$ cat src/rtl/stb_gen_pkg.sv
// rtl/stb_gen_pkg.sv - shared state encoding and constants for the averaging strobe generator
package stb_gen_pkg;

  typedef enum logic [5:0] {
    ST_IDLE    = 6'b000001,
    ST_SYNC    = 6'b000010,
    ST_MEASURE = 6'b000100,
    ST_CALC    = 6'b001000,
    ST_RUN     = 6'b010000,
    ST_ERR     = 6'b100000
  } state_e;

  localparam int SYNC_STAGES = 2;
  localparam int MIN_PERIOD  = 4;

endpackage

$ cat src/rtl/sig_edge_det.sv
// rtl/sig_edge_det.sv - optional synchroniser followed by a registered rising-edge pulse
module sig_edge_det
  import stb_gen_pkg::*;
#(
  parameter bit SYNC_EN = 1'b1
) (
  input  logic clk_i,
  input  logic rst_i,
  input  logic sig,
  output logic rise
);

  logic level;
  logic level_q;

  if (SYNC_EN) begin : g_sync
    sync_ff #(.STAGES(SYNC_STAGES)) u_sync (
      .clk_i (clk_i),
      .rst_i (rst_i),
      .din   (sig),
      .dout  (level)
    );
  end else begin : g_direct
    assign level = sig;
  end

  always_ff @(posedge clk_i) begin
    if (rst_i) begin
      level_q <= 1'b0;
      rise    <= 1'b0;
    end else begin
      level_q <= level;
      rise    <= level & ~level_q;
    end
  end

endmodule

$ cat src/rtl/sync_ff.sv
// rtl/sync_ff.sv - multi-stage flip-flop synchroniser for a single asynchronous bit
module sync_ff #(
  parameter int STAGES = 2
) (
  input  logic clk_i,
  input  logic rst_i,
  input  logic din,
  output logic dout
);

  logic [STAGES-1:0] sync_q;

  always_ff @(posedge clk_i) begin
    if (rst_i) begin
      sync_q <= '0;
    end else begin
      sync_q <= (sync_q << 1) | STAGES'(din);
    end
  end

  assign dout = sync_q[STAGES-1];

endmodule

$ cat src/rtl/stb_gen_avg.sv
// rtl/stb_gen_avg.sv - measures an averaged input period and emits a phase-locked strobe
module stb_gen_avg
  import stb_gen_pkg::*;
#(
  parameter int CNT_WIDTH = 32,
  parameter int AVG_LOG2  = 2
) (
  input  logic                 clk_i,
  input  logic                 rst_i,
  input  logic                 sig_i,
  input  logic                 start_i,
  input  logic                 mode_i,
  input  logic [CNT_WIDTH-1:0] zero_hold_i,
  input  logic [CNT_WIDTH-1:0] timeout_i,
  input  logic                 stb_req_i,
  output logic                 stb_o,
  output logic                 stb_valid_o,
  output logic [CNT_WIDTH-1:0] period_o,
  output logic                 rdy_o,
  output logic                 err_o
);

  localparam int ACC_W = CNT_WIDTH + AVG_LOG2;
  localparam int EC_W  = AVG_LOG2 + 1;
  localparam logic [EC_W-1:0]      EDGES = EC_W'(2 ** AVG_LOG2);
  localparam logic [CNT_WIDTH-1:0] ONE   = CNT_WIDTH'(1);
  localparam logic [CNT_WIDTH-1:0] MIN_P = CNT_WIDTH'(MIN_PERIOD);

  state_e               state_q;
  logic                 mode_q;
  logic                 armed_q;
  logic                 emit_q;
  logic [CNT_WIDTH-1:0] zh_q;
  logic [CNT_WIDTH-1:0] tmo_q;
  logic [CNT_WIDTH-1:0] tcnt_q;
  logic [CNT_WIDTH-1:0] phase_q;
  logic [ACC_W-1:0]     acc_q;
  logic [EC_W-1:0]      ecnt_q;

  logic sig_rise;
  logic req_rise;

  sig_edge_det #(.SYNC_EN(1'b1)) u_sig_det (
    .clk_i (clk_i),
    .rst_i (rst_i),
    .sig   (sig_i),
    .rise  (sig_rise)
  );

  sig_edge_det #(.SYNC_EN(1'b0)) u_req_det (
    .clk_i (clk_i),
    .rst_i (rst_i),
    .sig   (stb_req_i),
    .rise  (req_rise)
  );

  logic [CNT_WIDTH-1:0] calc_period;
  logic [CNT_WIDTH-1:0] phase_nxt;
  logic [CNT_WIDTH-1:0] tcnt_inc;
  logic [ACC_W-1:0]     acc_inc;
  logic [EC_W-1:0]      ecnt_inc;
  logic                 acc_full;
  logic                 timed_out;
  logic                 bad_cfg;
  logic                 calc_lvl;
  logic                 phase_wrap;
  logic                 last_nxt;
  logic                 emit_nxt;
  logic                 req_ok;

  always_comb begin
    calc_period = acc_q[ACC_W-1:AVG_LOG2];
    acc_inc     = acc_q + ACC_W'(1);
    ecnt_inc    = ecnt_q + EC_W'(1);
    tcnt_inc    = (tcnt_q == '1) ? tcnt_q : tcnt_q + ONE;
    acc_full    = (acc_q == '1);
    // tcnt_q holds the number of cycles already elapsed since the last edge or start
    timed_out   = (tmo_q != '0) && (tcnt_q >= tmo_q - ONE);
    bad_cfg     = (calc_period < MIN_P) || (zh_q >= calc_period);
    calc_lvl    = (phase_q + ONE) < (calc_period - zh_q);
    phase_wrap  = (phase_q == period_o - ONE);
    phase_nxt   = phase_wrap ? '0 : phase_q + ONE;
    last_nxt    = (phase_nxt == period_o - ONE);
    emit_nxt    = phase_wrap ? armed_q : emit_q;
    req_ok      = req_rise && mode_q && !armed_q && !emit_q;
  end

  always_ff @(posedge clk_i) begin
    if (rst_i) begin
      state_q     <= ST_IDLE;
      mode_q      <= 1'b0;
      armed_q     <= 1'b0;
      emit_q      <= 1'b0;
      zh_q        <= '0;
      tmo_q       <= '0;
      tcnt_q      <= '0;
      phase_q     <= '0;
      acc_q       <= '0;
      ecnt_q      <= '0;
      stb_o       <= 1'b0;
      stb_valid_o <= 1'b0;
      period_o    <= '0;
      rdy_o       <= 1'b0;
      err_o       <= 1'b0;
    end else if (start_i) begin
      state_q     <= ST_SYNC;
      mode_q      <= mode_i;
      zh_q        <= zero_hold_i;
      tmo_q       <= timeout_i;
      tcnt_q      <= ONE;
      acc_q       <= '0;
      ecnt_q      <= '0;
      phase_q     <= '0;
      armed_q     <= 1'b0;
      emit_q      <= 1'b0;
      stb_o       <= 1'b0;
      stb_valid_o <= 1'b0;
      rdy_o       <= 1'b0;
      err_o       <= 1'b0;
    end else begin
      stb_valid_o <= 1'b0;
      unique case (state_q)
        ST_IDLE: ;
        ST_SYNC: begin
          if (sig_rise) begin
            state_q <= ST_MEASURE;
            acc_q   <= '0;
            ecnt_q  <= '0;
            tcnt_q  <= ONE;
          end else if (timed_out) begin
            state_q <= ST_ERR;
            err_o   <= 1'b1;
            rdy_o   <= 1'b0;
            stb_o   <= 1'b0;
          end else begin
            tcnt_q <= tcnt_inc;
          end
        end
        ST_MEASURE: begin
          if (acc_full) begin
            state_q <= ST_ERR;
            err_o   <= 1'b1;
            rdy_o   <= 1'b0;
            stb_o   <= 1'b0;
          end else if (sig_rise) begin
            acc_q  <= acc_inc;
            ecnt_q <= ecnt_inc;
            tcnt_q <= ONE;
            // This final-edge cycle is phase 0, so the next cycle already sits at phase 1
            if (ecnt_inc == EDGES) begin
              state_q <= ST_CALC;
              phase_q <= ONE;
            end
          end else if (timed_out) begin
            state_q <= ST_ERR;
            err_o   <= 1'b1;
            rdy_o   <= 1'b0;
            stb_o   <= 1'b0;
          end else begin
            acc_q  <= acc_inc;
            tcnt_q <= tcnt_inc;
          end
        end
        ST_CALC: begin
          if (bad_cfg) begin
            state_q <= ST_ERR;
            err_o   <= 1'b1;
            rdy_o   <= 1'b0;
            stb_o   <= 1'b0;
          end else begin
            state_q  <= ST_RUN;
            period_o <= calc_period;
            rdy_o    <= 1'b1;
            phase_q  <= phase_q + ONE;
            stb_o    <= mode_q | calc_lvl;
          end
        end
        ST_RUN: begin
          phase_q <= phase_nxt;
          emit_q  <= emit_nxt;
          if (phase_wrap && armed_q) begin
            armed_q <= 1'b0;
          end else if (req_ok) begin
            armed_q <= 1'b1;
          end
          stb_o       <= (mode_q && !emit_nxt) || (phase_nxt < period_o - zh_q);
          stb_valid_o <= mode_q && emit_nxt && last_nxt;
        end
        ST_ERR: ;
        default: state_q <= ST_IDLE;
      endcase
    end
  end

endmodule

$ cat config.mk
export PLATFORM = sky130hd
export DESIGN_NAME = stb_gen_avg
export DESIGN_NICKNAME = d
export VERILOG_FILES = /design/src/rtl/stb_gen_pkg.sv /design/src/rtl/sig_edge_det.sv /design/src/rtl/sync_ff.sv /design/src/rtl/stb_gen_avg.sv
export SDC_FILE = /design/constraint.sdc
export NUM_CORES = 1
export LEC_CHECK = 0
export BUFFER_PORTS_ARGS = -buffer_cell sky130_fd_sc_hd__buf_2
export CORE_ASPECT_RATIO = 1.75
export CORE_UTILIZATION = 55
export DETAILED_ROUTE_END_ITERATION = 16
export PLACE_DENSITY = 0.81
export SYNTH_ARGS = -nofsm -noshare
export SYNTH_HDL_FRONTEND = slang
export SYNTH_SLANG_ARGS = --single-unit
$ cat constraint.sdc
create_clock -name clk_i -period 7.25 [get_ports clk_i]
set_input_delay 0.725 -clock clk_i [delete_from_list [all_inputs] [get_ports clk_i]]
set_output_delay 0.725 -clock clk_i [all_outputs]
set_load 0.03 [all_outputs]
# --- Word-level counts from Yosys, hierarchy flattened ---
# Index checks and enable logic that the tools add are counted.
# W data, S select, Z words.
classes:
  n_div: 0
  magnitude_cmp: 5
  multipliers: 0
  mux: 47
  shift: 0
  n_reduce_logical: 33
  eq_ne: 22
  bitwise: 10
  n_addsub: 8
ops:
  columns: ["op", "count"]
  rows:
  - ["$mux W32", 9]
  - ["$mux W34", 4]
  - ["$pmux W32 S3", 1]
  - ["$pmux W34 S2", 1]
  - ["$add A32 B1 Y32 const B", 2]
  - ["$eq A32 B32 Y1", 2]
  - ["$ge A32 B32 Y1", 2]
  - ["$lt A32 B32 Y1", 2]
  - ["$pmux W32 S2", 1]
  - ["$sub A32 B1 Y32 const B", 2]
  - ["$sub A32 B32 Y32", 2]
  - ["$mux W6", 6]
  - ["$add A34 B1 Y34 const B", 1]
  - ["$eq A34 B34 Y1 const B", 1]
  - ["$eq A32 B32 Y1 const B", 1]
  - ["$lt A32 B3 Y1 const B", 1]
  - ["$reduce_bool A32 Y1", 1]
  - ["$pmux W6 S4", 1]
  - ["$mux W1", 16]
  - ["$reduce_and A2 Y1", 6]
  - ["$mux W3", 3]
  - ["$reduce_bool A3 Y1", 3]
  - ["$logic_and A1 B1 Y1", 8]
  - ["$ne A2 B2 Y1 const B", 4]
  - ["other kinds (30)", 45]
word_totals:
  mem_bits_rw: 0
  ff_bits: 216
  output_inout_bits: 36
  mem_bits_ro: 0
  inputBits: 70
  latchBits: 0
  wordCells: 147
  n_memories: 0

# --- Depth between registers and ports, before layout ---
depth:
  ltp_word: 8
  ltp_mapped: 26
  ltp_nobuf: 26

# --- Hierarchy ---
# From an unflattened synthesis, not the netlist that was laid out.
unflattened:
  hier_cells: 2283
  area_unflattened_um2: 17895.9
by_module_without_submodules:
  columns: ["mod", "cells_per_inst", "instances", "seq_area_each_um2", "area_each_um2"]
  rows:
  - ["stb_gen_avg", 2271, 1, 4204.0, 17725.8]
  - ["sig_edge_det", 4, 2, 40.0, 58.8]
  - ["sync_ff", 4, 1, 40.0, 52.6]

# --- Least setup slack after synthesis ---
# No wires, ideal clock.
synth_path:
  path_kind: "register to register"
  startpoint: "register period_o[8]"
  endpoint: "register stb_o"
  t_arrival_ns: 5.379
  setup_ns: 0.059
  synth_period_minus_slack_ns: 5.438
  t_required_ns: 7.191
  stages_incl_launch_ff: 27
  path_buffers: 6
  setup_slack_ns: 1.812
  cell_sequence: "dfxtp_1 buf_6 or4_4 buf_6 nor4_4 nand3_2 xnor2_2 a2111oi_1 and4b_1 buf_4 and3_1 buf_2 buf_2 buf_1 nor2_1 ha_1 a21o_1 a21o_1 a21oi_1 nor2b_1 o21ai_0 nand2b_1 a211oi_1 o21ai_0 a21o_1 a221oi_1 o31a_1"
synth_between:
  elab_chain_len: 7
  elab_cells_between_ends: 10
  cone_classes: "add/sub (2); order compare (1); eq/ne (1); mux (3); reduce/logical (3)"
synth_lines:
  columns: ["element", "line_no", "text"]
  rows:
  - ["from (decl)", "stb_gen_avg.sv:18", "output logic [CNT_WIDTH-1:0] period_o,"]
  - ["from (signal assigned)", "stb_gen_avg.sv:172", "period_o <= calc_period;"]
  - ["parallel branches: the longest is 5 deep, another holds $sub A32 B1 Y32", null, null]
  - ["$logic_or A1 B1 Y1 (*)", "stb_gen_avg.sv:186", "stb_o <= (mode_q && !emit_nxt) || (phase_nxt < period_o - zh_q);"]
  - ["$pmux W1 S4 (*)", "stb_gen_avg.sv:122", "unique case (state_q)"]
  - ["to (signal assigned)", "stb_gen_avg.sv:175", "stb_o <= mode_q | calc_lvl;"]
  - ["to (signal assigned)", "stb_gen_avg.sv:186", null]
  - ["to (decl)", "stb_gen_avg.sv:16", "output logic stb_o,"]
# Every way passes the cells marked *.
# A chain may end at the register's enable or synchronous reset.

# --- Worst setup path after layout ---
layout_path:
  startpoint: "register period_o[0]"
  endpoint: "register stb_o"
# The elaborated chain is that of the path after synthesis.

==> summary.txt <==
Run status
  – Outcome: completed

Pwr
  – Comb power frac: 13.6%
  – Overall power: 2898 uW
  – Switching Fraction: 26.96%
  – Seq pwr share: 42.6%
  – Internal power: 2117 uW
  – Net Switching: 781.3 uW
  – Leak: 0.008691 uW
  – Power per Cell Area: 145.6 mW/mm^2
  – Clock power frac: 43.8%
  – Peak supply drop: 222.6 uV

STA
  – Slew Limit Fails: 0
  – Worst slew margin: 10.72%
  – Slew of the pin with the lowest slew margin: 1.334 ns
  – Unrepaired setup endpoints after global routing: false
  – Hold Vio Cnt, Final: 0
  – Endpoints failing setup: 0
  – Clock Skew: 0.02261 ns
  – Aggregate negative setup slack: 0 ns
  – Fin crit share: 92.13%
  – Minimum clock period: 6.679 ns
  – Max Fclk: 0.1497 GHz

Logic synthesis
  – Gate Count Post-Synth: 2,355
  – Seq/Total Area, Yosys: 23.68%
  – Mean post-synth cell area: 7.754 sq um
  – Yosys Warn Count: 0
  – Post-synth top flop: dfxtp_1
  – Async set-reset flop share out of synthesis: 0%
  – Post-Syn Area: 0.01826 sq mm
  – Post-synth top area cell: dfxtp_1
  – Mapped Nets: 2,591
  – Main area contributors after synthesis: dfxtp_1 (24%), ha_1 (11%), xnor2_1 (6.0%)
  – Top cell type's share of synthesized area: 23.68%
  – Post-synthesis cell type count: 92
  – EDFF count, synth: 0
  – Yosys reg bits: 216

Placement
  – Gp weighted congestion: 1.050
  – Post-DP HPWL: 49,730 um
  – PortBufs: 105

Drt
  – Met1 wire length: 21,490 um
  – Wire per inst: 23.09 um
  – Top Metal Used: met4
  – Pre-antenna DRT Iters: 6
  – Starting DRT DRC Count: 1,470
  – Vias after detailed routing: 18,589
  – Routed vias/inst: 6.585
  – WL met3: 4679 um
  – Routed met2 length: 32,200 um
  – DRC viols: 0
  – Drt total wl: 65,190 um
  – Routed Antenna Nets: 0

Global routing
  – Initial antenna violation count: 0
  – First-pass GRT wire length: 99,660 um
  – GRT Total Usage: 37.81%
  – Largest net degree at the start of global routing: 61
  – Aggregate global routing overflow: 0
  – Vias in the first global route: 18,499

Run
  – Number of max-cap violations: 0

Min path
  – Worst hold-check path type: register to register

Clocking
  – Clock Root Buffer: clkbuf_16
  – CTS tree: yes
  – H-tree levels: 1
  – Num CTS Buffers: 22
  – Clk sink count: 216
  – Worst skew pair latency: 0.54 ns
  – Bufs on Longest Clock Path: 3
  – # hold bufs at CTS: 0
  – Postcts setup bufs: 0
  – Clock slew at the register clock pins of the worst setup and hold paths: 0.08 ns
  – Post_cts resized: 0

Floorplanning
  – Core area: 0.03244 sq mm
  – Row Count: 87
  – Die Wd: 139.7 um
  – Die height: 243.0 um
  – Initial Util: 56.29%
  – # IOs: 106
  – DIE AREA: 0.03396 sq mm

Final layout
  – Antenna Cells: 0
  – Commonest cells after routing, fill and taps aside: nor2_1 (261), dfxtp_1 (216), ha_1 (164), nand2_1 (156), a21oi_1 (145)
  – Leading cell type in the layout, fill and taps excluded: nor2_1
  – Share of cells above drive strength 1: 8.956%
  – Nets: 2,644
  – Area delta synth->final: 9.037%

Critical path
  – Slowest CP cell: a2111oi_0
  – Critical Path Source Type: register
  – Crit Path Max Fanout: 18
  – Max incr delay on CP: 0.73 ns
  – Crit path required time: 7.73 ns
  – Crit end category: register
  – Crit path kind: register to register
  – Most used cell, CP: a21o_1
  – Cells along the critical path: inv_1 -> ha_1 -> nor3b_2 -> nand4_2 -> o311ai_2 -> o2111ai_1 -> a2111oi_0 -> and4_1 -> buf_4 -> and3_1 -> nor2_1 -> ha_1 -> a21o_1 -> a21o_1 -> a21oi_1 -> nor2b_1 -> o21ai_0 -> nand2b_1 -> a211oi_1 -> o21ai_0 -> a21o_1 -> a221oi_1 -> o31a_1
  – WP data arrival: 7.16 ns
metrics by stage:
stage          area (sq um)  hold slack (ns)  cells  setup slack (ns)  util, %
6_report              19910           0.3834   2823            0.5707    61.38
5_1_grt               19910           0.3982   2823            0.1227    61.38
4_1_cts               19900           0.3871   2823            0.7572    61.34
3_5_place_dp          19110           0.3781   2784            0.7818    58.93
3_3_place_gp          19110           0.3744   2784            0.9320    58.93
2_1_floorplan         18260           0.3674   2355             1.812        -
routing by layer:
layer	track usage (%)	vias to the layer above
li1	-	8589
met5	0	-
met1	35.88	8709
met2	67.35	930
met3	7.733	361
met4	35.62	0
flip-flops by register name, summed over array words and instances (netlist names), 2 cells and up:
register / count
acc_q: 34
period_o: 32
phase_q: 32
tcnt_q: 32
tmo_q: 32
zh_q: 32
state_q: 6
ecnt_q: 3
u_sig_det.g_sync.u_sync.sync_q: 2
power groups by stage:
| stage | logic (uW) | registers, uW | clock network, uW |
|---|---|---|---|
| after floorplan | 282 | 1250 | 0 |
| after detailed placement | 385 | 1260 | 0 |
| after CTS | 389 | 1230 | 1280 |
| final | 395 | 1230 | 1270 |
| after global routing | 434 | 1240 | 1320 |
| after global placement | 371 | 1260 | 0 |
path summary, 6_finish.rpt:
kind                                        start              to  slack (ns)  cells past startpoint
worst min register to register  u_sig_det.level_q  u_sig_det.rise        0.38                      1
worst max-delay path                  period_o[0]           stb_o        0.57                     23
worst max register to register        period_o[0]           stb_o        0.57                     23
worst min-delay path            u_sig_det.level_q  u_sig_det.rise        0.38                      1
synthesized netlist by cell type (all sizes together), types with 5 or more instances:
cell and n:
a2111oi 7, a211o 6, a211oi 6, a21o 45, a21oi 146, a31o 5
a31oi 21, a32o 6, and2 30, and3 40, and4 18, buf 24
clkbuf 87, dfxtp 216, ha 164, inv 109, mux2i 109, nand2 156
nand2b 38, nand3 77, nand3b 13, nand4 68, nor2 262, nor2b 39
nor3 71, nor3b 10, nor4 58, o2111ai 16, o211ai 11, o21a 12
o21ai 129, o21bai 13, o2bb2ai 5, o31ai 17, or2 8, or3 34
or4 9, xnor2 126, xor2 79
cell families after synthesis:
family	after synthesis	share of synthesized area, %
xor gates and xnor gates	206	9.997
buffers and inverters	221	4.734
DFF	216	23.68
muxes	110	6.036
and+or+nand+nor	949	27.23
adders and majority gates	166	11.46
AOI/OAI and AO/OA	487	16.87
worst max-delay path: cells and delay by family (launching register included):
kind,cells,cell delay (ns)
compound gates,12,3.04
fa+ha+maj,2,0.59
buf+inv,2,0.34
flops,1,0.39
simple gates,7,2.23
layout make-up:
cell class,count,area [sq um]
Fill cell,2875,12530
Tap cell,400,500.5
Clock inverter,13,176.4
Multi-Input combinational cell,1918,13100
Timing Repair Buffer,140,793.3
Sequential cell,216,4324
Inverter,110,412.9
Clock buffer,26,606.8
(Power assumes the default switching activity.)
